File: src/rtl/alu_pkg.sv
// alu_pkg: ALU select codes, result flag struct and pipeline state shared by the ALU blocks
package alu_pkg;

    localparam logic [2:0] ALU_AND = 3'b000;
    localparam logic [2:0] ALU_OR  = 3'b001;
    localparam logic [2:0] ALU_ADD = 3'b010;
    localparam logic [2:0] ALU_SUB = 3'b110;
    localparam logic [2:0] ALU_SLT = 3'b111;

    // Status that travels alongside the result through the output stage
    typedef struct packed {
        logic zero;
        logic illeg;
        logic ovf;
    } alu_flags_t;

    localparam alu_flags_t FLAGS_RESET = '{zero: 1'b1, illeg: 1'b0, ovf: 1'b0};

    typedef enum logic [1:0] {
        ST_EMPTY = 2'd0,
        ST_ONE   = 2'd1,
        ST_FULL  = 2'd2
    } pipe_state_t;

endpackage

File: src/rtl/alu_exec_unit_core.sv
// alu_core: combinational ALU compute; overflow flag only when ALU_OVF_EN is defined
module alu_core
    import alu_pkg::*;
#(
    parameter int WIDTH = 32
) (
    input  logic [2:0]       sel,
    input  logic [WIDTH-1:0] a,
    input  logic [WIDTH-1:0] b,
    output logic [WIDTH-1:0] result,
    output alu_flags_t       flags
);

    logic [WIDTH-1:0] sum;
    logic [WIDTH-1:0] diff;

    assign sum  = a + b;
    assign diff = a - b;

    // Select the operation result and derive the status flags from it
    always_comb begin
        result      = '0;
        flags.illeg = 1'b0;
        case (sel)
            ALU_AND: result = a & b;
            ALU_OR:  result = a | b;
            ALU_ADD: result = sum;
            ALU_SUB: result = diff;
            ALU_SLT: result = {{(WIDTH-1){1'b0}}, $signed(a) < $signed(b)};
            default: flags.illeg = 1'b1;
        endcase
        flags.zero = (result == '0);
`ifdef ALU_OVF_EN
        flags.ovf = (sel == ALU_ADD) ? (a[WIDTH-1] == b[WIDTH-1]) && (sum[WIDTH-1] != a[WIDTH-1]) :
                    (sel == ALU_SUB) ? (a[WIDTH-1] != b[WIDTH-1]) && (diff[WIDTH-1] != a[WIDTH-1]) :
                    1'b0;
`else
        flags.ovf = 1'b0;
`endif
    end

endmodule

File: src/rtl/alu_exec_unit.sv
// alu_exec_unit: execute-stage ALU with registered output and 1-entry skid buffer (ALU_OVF_EN enables out_ovf)
module alu_exec_unit
    import alu_pkg::*;
#(
    parameter int WIDTH = 32
) (
    input  logic             clk,
    input  logic             rst_n,
    input  logic             flush,
    input  logic             in_valid,
    output logic             in_ready,
    input  logic [2:0]       in_sel,
    input  logic [WIDTH-1:0] in_a,
    input  logic [WIDTH-1:0] in_b,
    output logic             out_valid,
    input  logic             out_ready,
    output logic [WIDTH-1:0] out_result,
    output logic             out_zero,
    output logic             out_illeg,
    output logic             out_ovf
);

    pipe_state_t      state;
    pipe_state_t      state_nxt;
    logic [WIDTH-1:0] core_res;
    alu_flags_t       core_flags;
    logic [WIDTH-1:0] out_res;
    alu_flags_t       out_flags;
    logic [WIDTH-1:0] skid_res;
    alu_flags_t       skid_flags;
    logic             accept;
    logic             load_out;
    logic             load_skid;
    logic             take_skid;

    alu_core #(.WIDTH(WIDTH)) u_core (
        .sel    (in_sel),
        .a      (in_a),
        .b      (in_b),
        .result (core_res),
        .flags  (core_flags)
    );

    assign accept    = in_valid && in_ready;
    assign load_out  = accept && (state == ST_EMPTY || (state == ST_ONE && out_ready));
    assign load_skid = accept && state == ST_ONE && !out_ready;
    assign take_skid = state == ST_FULL && out_ready;

    // Pipeline occupancy register
    always_ff @(posedge clk or negedge rst_n) begin
        if (!rst_n) state <= ST_EMPTY;
        else        state <= state_nxt;
    end

    // Occupancy transitions; flush overrides every other event
    always_comb begin
        state_nxt = state;
        case (state)
            ST_EMPTY: state_nxt = accept ? ST_ONE : ST_EMPTY;
            ST_ONE:   state_nxt = (accept && !out_ready) ? ST_FULL :
                                  (!accept && out_ready) ? ST_EMPTY : ST_ONE;
            ST_FULL:  state_nxt = out_ready ? ST_ONE : ST_FULL;
            default:  state_nxt = ST_EMPTY;
        endcase
        if (flush) state_nxt = ST_EMPTY;
    end

    // Handshake outputs decoded from the registered state only
    always_comb begin
        in_ready  = (state != ST_FULL);
        out_valid = (state != ST_EMPTY);
    end

    // Output stage and skid buffer data; a flush leaves contents as don't-care
    always_ff @(posedge clk or negedge rst_n) begin
        if (!rst_n) begin
            out_res    <= '0;
            out_flags  <= FLAGS_RESET;
            skid_res   <= '0;
            skid_flags <= FLAGS_RESET;
        end else if (!flush) begin
            if (load_out) begin
                out_res   <= core_res;
                out_flags <= core_flags;
            end else if (take_skid) begin
                out_res   <= skid_res;
                out_flags <= skid_flags;
            end
            if (load_skid) begin
                skid_res   <= core_res;
                skid_flags <= core_flags;
            end
        end
    end

    assign out_result = out_res;
    assign out_zero   = out_flags.zero;
    assign out_illeg  = out_flags.illeg;
    assign out_ovf    = out_flags.ovf;

endmodule
File: config.mk
export PLATFORM = sky130hd
export DESIGN_NAME = alu_exec_unit
export DESIGN_NICKNAME = d
export VERILOG_FILES = /design/src/rtl/alu_pkg.sv /design/src/rtl/alu_exec_unit_core.sv /design/src/rtl/alu_exec_unit.sv
export SDC_FILE = /design/constraint.sdc
export NUM_CORES = 1
export LEC_CHECK = 0
export BUFFER_PORTS_ARGS = -buffer_cell sky130_fd_sc_hd__buf_2
export CAP_MARGIN = 20
export CORE_MARGIN = 1.5
export CORE_UTILIZATION = 45
export DETAILED_ROUTE_END_ITERATION = 8
export PLACE_DENSITY = 0.73
export REMOVE_ABC_BUFFERS = 1
export SYNTH_ARGS = -nofsm -noshare
export SYNTH_HDL_FRONTEND = slang
export SYNTH_HIERARCHICAL = 1
export SYNTH_SLANG_ARGS = --single-unit
File: constraint.sdc
create_clock -name clk -period 5.15 [get_ports clk]
set_clock_uncertainty 0.05 [all_clocks]
set_input_delay 1.03 -clock clk [delete_from_list [all_inputs] [get_ports clk]]
set_output_delay 1.03 -clock clk [all_outputs]
set_load 0.03 [all_outputs]
==> flow_metrics.env, run 1 <==
export IMPL_crit_type="input pin to flip-flop"
export IMPL_vdd_drop_max_uv=134
export IMPL_hp_class="flip-flop to flip-flop"
export IMPL_final_util_pct=53.3
export IMPL_cp_required_ns=5.36
export IMPL_critical_path_endpoint="out_zero"
export IMPL_grt_overflow=0
export IMPL_holdWs_ns=0.447
export IMPL_vias=8886
export IMPL_grt_max_degree=39
export IMPL_initial_core_util_pct=46.0
export IMPL_synth_area_per_cell_um2=7.83
export IMPL_die_y_um=141
export IMPL_switching_share_pct=39.4
export IMPL_pin_count=109
export IMPL_fp_dieW_um=141
export IMPL_drv_cap=0
export IMPL_fillers=1792
export IMPL_drc=0
export IMPL_synthTopCellsByArea="dfrtp_1 20%, ha_1 14%, mux2_2 4.7%"
export IMPL_insertion_delay_ns=0.33
export IMPL_cts_num_sinks=72
export IMPL_min_period_ns=4.89
export IMPL_total_power_uw=2460
export IMPL_synth_largest_area_cell="dfrtp_1"
export IMPL_drt_pass1_iterations=5
export IMPL_syn_inst=1102
export IMPL_p_switching_uw=970
export IMPL_antenna_found_initial=1
export IMPL_cts_buffers=9
export IMPL_yosysWarnings=6
export IMPL_slew_headroom_pct=45.5
export IMPL_setup_violations=0
export IMPL_clk_pin_slew_ns=0.05
export IMPL_track_usage_pct=26.4
export IMPL_outcome="finished, final reports clean"
export IMPL_drt_first_iter_violations=733
export IMPL_crit_start="in_a[0]"
export IMPL_drv_slew=0
export IMPL_critPathMaxStageDelay_ns=0.51
export IMPL_core_um2=18800
export IMPL_max_freq_mhz=205
export IMPL_synth_top_area_share_pct=20.3
export IMPL_synthFlopType="dfrtp_1"
export IMPL_nets=1388
export IMPL_postRouteAntennaNets=0
export IMPL_h_tree_depth=3
export IMPL_r2r_cells=4
export IMPL_cp_max_fo=4
export IMPL_ys_ff_latch=72
export IMPL_crit_path_end_kind="flip-flop"
export IMPL_crit_path_cell_trace="buf_2 -> ha_1 -> fa_1 -> a21o_1 -> a221oi_1 -> buf_4 -> mux2_2 -> nor3b_2 -> o21a_1 -> o211ai_1 -> or4_1 -> or4b_1 -> nor4_2 -> buf_4 -> nand4bb_1 -> nor4_2 -> nand3_1 -> a31oi_1"
export IMPL_syn_to_final_growth_pct=15.9
export IMPL_path_depth=18
export IMPL_cts_root_buffer="clkbuf_16"
export IMPL_ys_types=83
export IMPL_crit_family="simple AND/OR/NAND/NOR gates"
export IMPL_die_area_um2=20000
export IMPL_drive_above_1_share_pct=21.7
export IMPL_wl_per_cell_um=18.5
export IMPL_core_rowCount=50
export IMPL_clockBufferDepth=2
export IMPL_start_kind="input pin"
export IMPL_netlist_area_um2=8630
export IMPL_seqPwrFrac_pct=30.9
export IMPL_async_reset_ff_share_pct=100
export IMPL_finalHoldViolations=0
export IMPL_clkPwrFrac_pct=23.7
export IMPL_p_int_uw=1490
export IMPL_routabilityCongestion=1.00
export IMPL_arrival_ns=5.10
export IMPL_wl_mm=26.9
export IMPL_cts_tree="built"
export IMPL_timing_rr_start="state[1]"
export IMPL_r2r_setup_slack_ns=2.82
export IMPL_portBuffers=108
export IMPL_synth_edf_count=0
export IMPL_rr_endpoint="out_illeg"
export IMPL_grt_pass1_wl_mm=42.4
export IMPL_hpwlAfterDp_mm=20.1
export IMPL_grt_setup_unrepaired="no"
export IMPL_worstMarginPinSlew_ns=0.818
export IMPL_seq_area_frac_synth_pct=20.9
export IMPL_finalCritPeriodShare_pct=94.9
export IMPL_vias_per_cell=6.11
export IMPL_slowest_stage="or4b_1"
export IMPL_first_global_vias=8255
export IMPL_leakage_uw=0.00475
export IMPL_pwr_density_cell_nw_per_um2=246
export IMPL_pwr_share_comb_pct=45.5
export IMPL_critPathBufInv=3
==> state kept, by name, indices dropped and copies added (netlist names) <==
register    flops
out_illeg       1
out_ovf         1
out_result     32
out_zero        1
skid_flags      3
skid_res       32
state           2
==> cells in the mapped netlist (5+ instances only) <==
cell type    n
inv_1      103
ha_1        99
o21ai_0     79
dfrtp_1     70
clkbuf_1    61
nor2_1      60
a21oi_1     54
nand3_1     54
nand2_1     53
a211oi_1    51
a31oi_1     47
mux2_2      36
nor3_1      24
a21o_1      22
mux2i_1     19
xnor2_1     17
nand2b_1    15
o211ai_1    15
nor2b_1     14
nand4_1     10
o22ai_1     10
and3_1       9
buf_2        9
nor4_1       9
o31ai_1      9
and2_1       7
buf_6        7
o21a_1       7
o21bai_1     7
a211o_1      6
o2111ai_1    6
buf_1        5
nand3b_1     5
o221ai_1     5
or2_2        5
or3_1        5
==> through the flow <==
stage                     area [um^2]  setup WS, ns  std cells   TNS, ns
after floorplan                  8240         0.355       1017         0
after global placement           9650      -0.00941       1435  -0.00941
after detailed placement         9650        -0.133       1435    -0.144
after CTS                        9930         0.185       1450         0
after global routing            10000       0.00503       1453         0
final                           10000         0.263       1454         0
==> power groups by stage <==
| stage | Combinational, uW | Clock, uW | Sequential, uW |
|---|---|---|---|
| after global routing | 1220 | 606 | 774 |
| after detailed placement | 1090 | 0 | 767 |
| after floorplan | 594 | 0 | 868 |
| final | 1120 | 583 | 761 |
| after global placement | 1080 | 0 | 760 |
| after CTS | 1100 | 588 | 759 |
==> routing by layer <==
metal / up-vias / GRT usage (%) / share of wire (%)
met3: 67 / 3.95 / 7.4
met2: 370 / 43.6 / 47
met4: 0 / 9.12 / 2.5
met5: - / 0 / 0
li1: 4241 / - / -
met1: 4208 / 35.2 / 43
==> worst reg2reg max path, stage by stage, from the launching register on <==
cell,delay [ns]
dfrtp_1,0.44
mux2_2,0.76
a21o_1,0.59
buf_8,0.25
a31oi_1,0.11
==> layout make-up <==
type | count | area, um^2 | area share (%)
timing repair buffer | 187 | 1140 | 11.4
clock buffer | 15 | 278 | 2.78
multi-input combinational | 839 | 6090 | 60.9
sequential | 72 | 1800 | 18.0
inverter | 106 | 398 | 3.98
antenna | 1 | 2.50 | 0.0250
tap | 234 | 293 | 2.93
==> cell families (layout without fill, tap and decap cells) <==
family,Yosys count,count (layout),share of synthesized area [%]
muxes,56,56,7.03
other,1,2,0.0434
and+or+nand+nor,291,291,17.5
AOI/OAI and AO/OA,371,371,28.6
adders and majority gates,101,101,14.8
xor gates and xnor gates,19,19,1.93
DFF,72,72,20.9
buffers and inverters,191,308,9.15
==> how the worst min path moves through the flow <==
stage / startpoint / endpoint / slack [ns] / depth (start not counted)
2_1_floorplan: skid_res[1] / skid_res[1] / 0.40 / 1
3_3_place_gp: skid_res[1] / skid_res[1] / 0.41 / 1
3_5_place_dp: skid_res[1] / skid_res[1] / 0.42 / 1
4_1_cts: skid_res[1] / skid_res[1] / 0.45 / 1
5_1_grt: skid_res[16] / skid_res[16] / 0.46 / 1
6_report: skid_flags[1] / skid_flags[1] / 0.45 / 1
==> timing repair <==
item                       in CTS  in global routing
gates resized for setup         0                  8
setup buffers                   0                  2
setup endpoints to repair       0                  2
hold buffers                    0                  0
==> layout by cell type (no fill, tap or decap), types with 10 or more instances in the layout <==
cell      instances
buf_4            78
ha_1             98
nand2_1          53
mux2i_1          19
o21ai_0          79
nor2_1           59
dfrtp_1          70
o211ai_1         15
buf_2           108
mux2_2           36
nand3_1          54
nand2b_1         14
a21oi_1          53
o22ai_1          10
nor2b_1          13
inv_1           103
nand4_1          10
a31oi_1          47
a211oi_1         50
xnor2_1          17
nor3_1           24
a21o_1           22
No activity file was read; power rests on OpenSTA's default activity.
==> inputs of run 2 (changes only) <==
--- a/config.mk
+++ b/config.mk
@@ -5,13 +5,15 @@
 export SDC_FILE = /design/constraint.sdc
 export NUM_CORES = 1
 export LEC_CHECK = 0
+export ABC_AREA = 1
 export BUFFER_PORTS_ARGS = -buffer_cell sky130_fd_sc_hd__buf_2
 export CAP_MARGIN = 20
 export CORE_MARGIN = 1.5
 export CORE_UTILIZATION = 45
 export DETAILED_ROUTE_END_ITERATION = 8
-export PLACE_DENSITY = 0.73
+export PLACE_DENSITY = 0.72
 export REMOVE_ABC_BUFFERS = 1
+export SKIP_CTS_REPAIR_TIMING = 1
 export SYNTH_ARGS = -nofsm -noshare
 export SYNTH_HDL_FRONTEND = slang
 export SYNTH_HIERARCHICAL = 1
==> flow_metrics.env, run 2 <==
export IMPL_drt_pass1_iterations=6
export IMPL_ys_types=40
export IMPL_vias=10907
export IMPL_place_area_um2=10700
export IMPL_cp_required_ns=5.38
export IMPL_fp_dieW_um=152
export IMPL_syn_inst=1829
export IMPL_n_antenna_cell=0
export IMPL_finalHoldViolations=0
export IMPL_pin_count=109
export IMPL_grt_setup_unrepaired="no"
export IMPL_core_um2=21900
export IMPL_grt_max_degree=71
export IMPL_clockBufferDepth=2
export IMPL_h_tree_depth=3
export IMPL_drv_cap=0
export IMPL_insertion_delay_ns=0.33
export IMPL_first_global_vias=10008
export IMPL_synth_area_per_cell_um2=5.49
export IMPL_initial_core_util_pct=45.9
export IMPL_setup_tns_ns=0
export IMPL_finalCritPeriodShare_pct=72.0
export IMPL_netlist_area_um2=10000
export IMPL_max_freq_mhz=270
export IMPL_grt_overflow=0
export IMPL_drive_above_1_share_pct=8.46
export IMPL_portBuffers=108
export IMPL_track_usage_pct=26.3
export IMPL_min_period_ns=3.71
export IMPL_slew_headroom_pct=38.0
export IMPL_crit_type="input pin to flip-flop"
export IMPL_synth_top_area_share_pct=25.6
export IMPL_die_y_um=152
export IMPL_ys_ff_latch=72
export IMPL_cts_buffers=9
export IMPL_cts_root_buffer="clkbuf_16"
export IMPL_pwr_density_cell_nw_per_um2=222
export IMPL_cts_tree="built"
export IMPL_worstMarginPinSlew_ns=0.928
export IMPL_hp_class="flip-flop to flip-flop"
export IMPL_synthFlopType="dfrtp_1"
export IMPL_synth_edf_count=0
export IMPL_postRouteAntennaNets=0
export IMPL_outcome="finished, final reports clean"
export IMPL_async_reset_ff_share_pct=100
export IMPL_routabilityCongestion=1.00
export IMPL_drc=0
export IMPL_synth_largest_area_cell="nand2_1"
export IMPL_leakage_uw=0.00690
export IMPL_arrival_ns=3.93
export IMPL_nets=2071
export IMPL_synth_cells_most_frequent="686 x nand2_1, 380 x inv_1, 170 x nor2_1"
export IMPL_synth_most_common_cell="nand2_1"
export IMPL_start_kind="input pin"
export IMPL_crit_path_end_kind="flip-flop"
export IMPL_vdd_drop_max_uv=197
export IMPL_setup_violations=0
export IMPL_yosysWarnings=6
export IMPL_die_area_um2=23200
export IMPL_hpwlAfterDp_mm=25.0
export IMPL_wl_per_cell_um=14.1
export IMPL_cp_max_fo=9
export IMPL_seq_area_frac_synth_pct=18.0
export IMPL_clk_pin_slew_ns=0.06
export IMPL_antenna_found_initial=0
export IMPL_cts_num_sinks=72
export IMPL_wl_mm=30.7
export IMPL_mostFrequentLayoutCells="686 x nand2_1, 380 x inv_1, 169 x nor2_1, 154 x nand3_1, 108 x buf_2"
export IMPL_final_common_cell="nand2_1"
export IMPL_design_area_um2=11000
export IMPL_grt_pass1_wl_mm=49.9
export IMPL_drt_first_iter_violations=875
export IMPL_syn_to_final_growth_pct=9.18
export IMPL_core_rowCount=54
export IMPL_vias_per_cell=5.00
export IMPL_drv_slew=0
export IMPL_synthTopCellsByArea="nand2_1 26%, dfrtp_1 17%, inv_1 14%"
-- run 2: cell count changes in the layout (fill, tap and decap cells not counted), moves of 17 or more --
cell / previous run / this run
o21ai_0: 79 / 47
a31oi_1: 47 / 0
mux2_2: 36 / 0
inv_1: 103 / 380
nor3_1: 24 / 7
nor2_1: 59 / 169
a211oi_1: 50 / 1
nand2_1: 53 / 686
buf_4: 78 / 8
mux2i_1: 19 / 0
xnor2_1: 17 / 0
a21o_1: 22 / 0
nand3_1: 54 / 154
-- run 2: final cells by class --
class                           count  area (um^2)
Clock inverter                      3         15.0
Tap cell                          280          350
Inverter                          385         1450
Sequential cell                    72         1800
Timing Repair Buffer              117          616
Fill cell                        2393        10900
Multi-Input combinational cell   1313         6460
Clock buffer                       13          270
-- run 2: where the power goes --
group	switching, uW	total, uW	leakage, uW	internal [uW]
clock	224	587	0.000145	363
sequential	56.1	736	0.000952	680
combinational	774	1120	0.00581	341
-- run 2: critical path, cell delays in order --
cell	delay, ns
buf_2	0.11
inv_1	0.06
ha_1	0.47
nand2_1	0.19
nor2_1	0.17
nand3_1	0.12
nand2_1	0.12
nand2_1	0.10
nand2_1	0.16
nand2_1	0.16
nand2_1	0.10
nand2_1	0.05
nand3_1	0.06
nand2_1	0.05
nor2_1	0.17
nand2_1	0.14
nor2_1	0.11
nand3_1	0.10
nor2_1	0.15
nand3_1	0.09
nand2_1	0.09
nand2_1	0.05
nand2_1	0.09
-- run 2: cell families (layout without fill, tap and decap cells) --
| group | Yosys count | count (layout) | synth area share [%] |
|---|---|---|---|
| AND/OR/NAND/NOR | 1065 | 1065 | 43.5 |
| buffers and inverters | 444 | 518 | 17.7 |
| AO/OA/AOI/OAI | 145 | 145 | 7.99 |
| adder cells (fa/ha/maj) | 101 | 101 | 12.7 |
| flip-flops | 72 | 72 | 18.0 |
| other | 1 | 1 | 0.0373 |
| XOR/XNOR | 1 | 1 | 0.0872 |
-- run 2: worst paths after layout --
kind	to	start	slack [ns]	cells past startpoint
setup / recovery	out_zero	in_b[5]	1.44	23
hold / removal	out_result[27]	out_result[27]	0.42	2
setup reg to reg	out_result[18]	state[1]	2.92	6
hold reg to reg	out_result[27]	out_result[27]	0.42	2
max in group asynchronous	state[0]	rst_n	3.44	2
min in group asynchronous	out_result[1]	rst_n	0.59	1
-- run 2: layer usage --
layer / GRT usage (%) / share of wire (%) / vias to the layer above
met1: 37.9 / 47 / 4853
met4: 7.72 / 2.4 / 0
met3: 2.19 / 7.4 / 50
li1: - / - / 5632
met5: 0 / 0 / -
met2: 41.9 / 44 / 372
-- run 2: per-stage QoR --
| step | setup slack (ns) | total power [uW] | util, % | std cells | hold slack [ns] |
|---|---|---|---|---|---|
| final | 1.44 | 2440 | 50.1 | 2183 | 0.421 |
| after global placement | 1.17 | 1830 | 48.7 | 2166 | 0.407 |
| after global routing | 1.18 | 2630 | 50.1 | 2183 | 0.441 |
| after floorplan | 1.91 | 1510 | - | 1770 | 0.403 |
| after detailed placement | 1.21 | 1840 | 48.7 | 2166 | 0.409 |
| after CTS | 1.54 | 2440 | 50.0 | 2182 | 0.424 |
